File: src/rtl/pipe_hazard_ctrl.sv
// Decode-stage hazard controller: tracks in-flight destination registers,
// selects forwarding sources and stalls on load-use hazards.
module pipe_hazard_ctrl #(
  parameter int unsigned DEPTH      = 3,
  parameter int unsigned RAW        = 5,
  parameter int unsigned LOAD_STAGE = 2,
  localparam int unsigned FW        = $clog2(DEPTH + 1)
) (
  input  logic             clk,
  input  logic             rst,
  input  logic             id_valid,
  input  logic [RAW-1:0]   id_rs,
  input  logic [RAW-1:0]   id_rt,
  input  logic [RAW-1:0]   id_rwd,
  input  logic             id_we,
  input  logic             id_is_load,
  input  logic             flush,
  output logic             stall,
  output logic [FW-1:0]    rs_fwd,
  output logic [FW-1:0]    rt_fwd,
  output logic [DEPTH-1:0] stage_valid,
  output logic [31:0]      stall_cnt
);

  typedef struct packed {
    logic           valid;
    logic           we;
    logic           is_load;
    logic [RAW-1:0] rwd;
  } stage_t;

  stage_t        stage_q [DEPTH];
  logic          rs_hit, rt_hit;
  logic          rs_load, rt_load;
  logic [FW-1:0] rs_sel, rt_sel;

  // Lowest matching stage index wins; register 0 never matches.
  always_comb begin
    rs_hit  = 1'b0;
    rt_hit  = 1'b0;
    rs_load = 1'b0;
    rt_load = 1'b0;
    rs_sel  = '0;
    rt_sel  = '0;
    for (int unsigned k = 0; k < DEPTH; k++) begin
      if (!rs_hit && stage_q[k].valid && stage_q[k].we &&
          stage_q[k].rwd == id_rs && id_rs != '0) begin
        rs_hit  = 1'b1;
        rs_sel  = FW'(k + 1);
        rs_load = stage_q[k].is_load && (k < LOAD_STAGE);
      end
      if (!rt_hit && stage_q[k].valid && stage_q[k].we &&
          stage_q[k].rwd == id_rt && id_rt != '0) begin
        rt_hit  = 1'b1;
        rt_sel  = FW'(k + 1);
        rt_load = stage_q[k].is_load && (k < LOAD_STAGE);
      end
    end
  end

  assign rs_fwd = id_valid ? rs_sel : '0;
  assign rt_fwd = id_valid ? rt_sel : '0;
  assign stall  = id_valid && !flush && (rs_load || rt_load);

  always_comb begin
    stage_valid = '0;
    for (int unsigned k = 0; k < DEPTH; k++) begin
      stage_valid[k] = stage_q[k].valid;
    end
  end

  // Stages always advance; a stall or flush injects a bubble into stage 0.
  always_ff @(posedge clk) begin
    if (rst) begin
      for (int unsigned k = 0; k < DEPTH; k++) begin
        stage_q[k] <= '0;
      end
      stall_cnt <= '0;
    end else begin
      if (stall || flush) begin
        stage_q[0] <= '0;
      end else begin
        stage_q[0] <= {id_valid, id_we, id_is_load, id_rwd};
      end
      for (int unsigned k = 1; k < DEPTH; k++) begin
        stage_q[k] <= stage_q[k-1];
      end
      if (stall && stall_cnt != 32'hFFFF_FFFF) begin
        stall_cnt <= stall_cnt + 32'd1;
      end
    end
  end

endmodule

File: config.mk
export PLATFORM = sky130hd
export DESIGN_NAME = pipe_hazard_ctrl
export DESIGN_NICKNAME = d
export VERILOG_FILES = /design/src/rtl/pipe_hazard_ctrl.sv
export SDC_FILE = /design/constraint.sdc
export NUM_CORES = 1
export LEC_CHECK = 0
export BUFFER_PORTS_ARGS = -buffer_cell sky130_fd_sc_hd__buf_4
export CORE_ASPECT_RATIO = 0.8
export CORE_MARGIN = 5
export CORE_UTILIZATION = 35
export DETAILED_ROUTE_END_ITERATION = 16
export SLEW_MARGIN = 20
export SYNTH_ARGS = -nofsm -noshare
export SYNTH_HDL_FRONTEND = slang
export SYNTH_SLANG_ARGS = --single-unit
File: constraint.sdc
create_clock -name clk -period 3.05 [get_ports clk]
set_input_delay 0.1525 -clock clk [delete_from_list [all_inputs] [get_ports clk]]
set_output_delay 0.1525 -clock clk [all_outputs]
set_load 0.05 [all_outputs]
# Word level (Yosys, flattened, before mapping)
# Memory sizes are Yosys's and may differ from the RTL's.
# Cells that the tools add are included.
dict set report classes {
  eq_ne 7
  n_mux 31
  add_sub_neg 1
  n_reduce_logical 33
  bitwise_logic 4
}
# cell n
set op_table {}
lappend op_table {{adder 32 x 1 -> 32 bit (second input constant)} 1}
lappend op_table {{2-to-1 mux 8 bit} 4}
lappend op_table {{!= test 32 bit (second input constant)} 1}
lappend op_table {{equality test 5 bit} 6}
lappend op_table {{logical AND 1 bit} 24}
lappend op_table {{2-to-1 mux 1 bit} 21}
lappend op_table {{2-to-1 mux 2 bit} 6}
lappend op_table {{nonzero test 5 bit} 2}
lappend op_table {{zero test 1 bit} 5}
lappend op_table {{OR 1 bit} 4}
lappend op_table {{logical OR 1 bit} 2}
dict set report word_totals {
  regBits 32
  in_bits 21
  ram_bits 24
  word_cells 78
  n_memories 1
  out_inout_bits 40
}
# memory words word_bits rd rd_clocked_by_memory_dff write_ports line
set mem_list {}
lappend mem_list {stage_q 3 8 3 0 3 32} ;# stage_t stage_q [DEPTH];

# Longest topological paths before layout
# An unclocked memory read counts as a cell.
dict set report depth {
  word_depth 25
  ltp_mapped 10
  mapped_depth_nobuf 8
}

# Worst setup path before layout
# Ideal clock, no wire load.
dict set report synth_timing {
  kind {reg-to-output}
  from {mem stage_q[0][12] (netlist name)}
  to {out rs_fwd[1]}
  required_ns 2.897
  arrival_ns 2.499
  stages_incl_launch_ff 6
  slack_ns 0.398
  cell_sequence {edfxtp_1 -> xor2_1 -> nor4_1 -> o211ai_1 -> or2_2 -> a21boi_0}
}
# item line
set synth_rtl {}
lappend synth_rtl {{start: declaration} 32}
lappend synth_rtl {{end: declaration} 19} ;# output logic [FW-1:0] rs_fwd,

==> summary.md <==
| Metric | Value |
|---|---|
| Post-cts sizing count | 0 |
| Clk_skew | 8.01 ps |
| Synth-to-Final Area Change | 24.5% |
| RSZ-0062 raised after global routing | no |
| Fillers | 836 |
| Leading area contributor after synthesis | edfxtp_1 |
| Static Leak | 1.34 nW |
| Die ar. | 10600 um2 |
| Netlist cell types | 48 |
| Gr ovfl total | 0 |
| Setup Fix Bufs, Post-CTS | 0 |
| Seq pwr share | 56.1% |
| Peak VDD IR | 0.000248 V |
| Critical Path RT | 2900 ps |
| FP Rows | 30 |
| Min-delay worst type | in -> reg |
| Total Wirelength | 7190 um |
| Clock Power Share | 35.1% |
| Seq cells post-synth | 55 |
| Pre-CTS setup slack | 414 ps |
| H-tree depth | 2 |
| YS warnings | 0 |
| Fin crit period | 2730 ps |
| IO buf count | 60 |
| Mapped Area | 3010 um2 |
| Max Fanout on Critical Path | 12 |
| Post-Syn Instances | 321 |
| Pwr Density | 382 nW/um2 |
| Clock Path Buffers | 2 |
| Critical Path AT | 2580 ps |
| TritonCTS clock tree | done |
| Max_cap viols | 0 |
| Synth async-reset ratio | 0% |
| Least-Margin Pin Slew | 600 ps |
| Skew-Pair Late Insertion Delay | 300 ps |
| CP delay by family, top | compound AO/OA/AOI/OAI gates |
| Global-route wire length before repair | 11900 um |
| Post-synth EDFFs | 23 |
| Top-count cell post-synth | dfxtp_1 |
| Synth cell count leaders | dfxtp_1 (32), a21oi_1 (27), edfxtp_1 (23), nor2b_1 (22), xnor2_1 (21) |
| Critical-path cell list | xor2_1 > or4_4 > o211ai_1 > o22ai_2 > a21oi_2 > nor2_1 > buf_4 |
| Core Region | 8450 um2 |
| Psw | 337 uW |
| Sequential share of the synthesized area | 44.2% |
| Total number of vias | 2611 |
| Mapped Avg Cell Area | 9.38 um2 |
| Crit. End Element | output port |
| Final slew viol count | 0 |
| Drt first pass iters | 4 |
| Synth Flop Type | dfxtp_1 |
| Tot GR Track Use | 13.7% |
| Worst setup SP type | register |
| Switching share of total power | 23.5% |
| Worst path bufs/invs | 1 |
| Setup_tns | 0 ps |
| Fin nets | 423 |
| Final setup fails | 0 |
| DP HPWL | 5330 um |
| Multi-input gate area in the final layout | 1640 um2 |
| Critical path class | reg -> out |
| Drc violations | 0 |
| Fmax | 366 MHz |
| Starting Density | 35.6% |
| Die height | 93.0 um |
| Antenna Violating Nets Remaining | 0 |
| I/O pin count | 61 |
| CP max-delay cell | or4_4 |
| Final Hold Fails | 0 |
| Initial antenna violation count | 0 |
| Total CTS buffers | 5 |
| CP peak stage delay | 520 ps |
| CTS Sinks | 55 |
| Routed len/inst | 14.0 um |
| Post-synth top area share | 22.9% |
| Final worst path period share | 89.5% |
| Outcome | finished clean |
| Die width | 114 um |
| Vias in the first global route | 2493 |
| Slew HR | 59.7% |
| Clk slew on worst S/H paths | 110 ps |
| Largest net degree at the start of global routing | 54 |
| Via density per instance | 5.08 |
| Antenna cells | 0 |
| Cts-stage hold buffer count | 0 |
| Routability congestion estimate | 0.834 |
| Sequential Area | 1330 um2 |
| PnR worst setup slack | 319 ps |
| Internal power | 1.10 mW |
| Root Buffer | clkbuf_8 |
| Initial drt markers | 73 |
| Share of cells above drive strength 1 | 21.9% |
| Comb power frac | 8.8% |
| Synth area leaders | edfxtp_1 (23%), dfxtp_1 (21%), xnor2_1 (6.1%), nor2b_1 (4.6%), a21oi_1 (4.5%) |
layer usage:
| metal | vias to the layer above | GRT usage (%) | share of wire, % |
|---|---|---|---|
| li1 | 1302 | - | - |
| met1 | 1257 | 19.1 | 49 |
| met2 | 50 | 22.1 | 46 |
| met3 | 2 | 2.74 | 4.2 |
| met4 | 0 | 2.40 | 0.56 |
| met5 | - | 0 | 0 |
logic make-up (layout without fill, tap and decap cells):
| family | Yosys count | after routing | synth area share (%) |
|---|---|---|---|
| other cells | 1 | 23 | 0.125 |
| fa+ha+maj | 1 | 1 | 0.416 |
| xor+xnor | 31 | 31 | 9.02 |
| flops | 55 | 55 | 44.2 |
| compound gates | 69 | 69 | 13.9 |
| buf+inv | 22 | 81 | 3.91 |
| mux | 3 | 3 | 1.12 |
| simple gates | 139 | 139 | 27.3 |
through the flow:
| step | area (um2) | hold WS [ps] | utilization [%] | instances | power [mW] |
|---|---|---|---|---|---|
| global route | 3750 | 118 | 44.4 | 514 | 1.50 |
| CTS | 3750 | 110 | 44.4 | 514 | 1.46 |
| finish | 3750 | 119 | 44.4 | 514 | 1.43 |
| global placement | 3630 | 435 | 43.0 | 506 | 0.945 |
| detailed placement | 3630 | 437 | 43.0 | 506 | 0.946 |
| floorplan | 3090 | 324 | - | 343 | 0.894 |
final cells by class:
class	count	area share [%]
Multi-Input combinational cell	266	43.9
Timing Repair Buffer	65	13.0
Inverter	8	0.801
Clock inverter	2	1.10
Tap cell	112	3.74
Clock buffer	6	1.94
Sequential cell	55	35.5
worst paths after layout:
path	slack, ps	cells after the start	from	end
max	320	7	stage_q[0][4]	stall
min	120	2	id_we	stage_q[0][6]
max reg2reg	360	8	stage_q[0][4]	stall_cnt[19]
min reg2reg	520	2	stall_cnt[12]	stall_cnt[12]
placed cells by master (no fill, tap or decap), types with 4 or more instances in the layout:
master	netlist	final
buf_4	3	65
dfxtp_1	32	32
a21oi_1	27	27
edfxtp_1	23	23
conb_1	1	23
nor2b_1	22	22
xnor2_1	21	21
o21ai_0	20	20
or3_1	18	18
nand2_1	15	15
nand4_1	14	14
nor2_1	13	13
or4_1	12	12
nand3_1	12	12
xor2_1	10	10
and2_1	9	9
inv_1	8	8
o31ai_1	8	8
clkbuf_8	0	5
or2_2	4	4
nor3_1	4	4
state kept, by name, summed over array words and instances, names as in the netlist:
| signal | flops |
|---|---|
| stall_cnt | 32 |
| stage_q | 23 |
power by group through the flow:
| stage | sequential (mW) | combinational, mW | clock [mW] |
|---|---|---|---|
| 6_report | 0.804 | 0.126 | 0.503 |
| 5_1_grt | 0.807 | 0.138 | 0.557 |
| 3_3_place_gp | 0.820 | 0.125 | 0 |
| 4_1_cts | 0.804 | 0.126 | 0.525 |
| 2_1_floorplan | 0.815 | 0.0791 | 0 |
| 3_5_place_dp | 0.821 | 0.125 | 0 |
(Power assumes the default switching activity.)
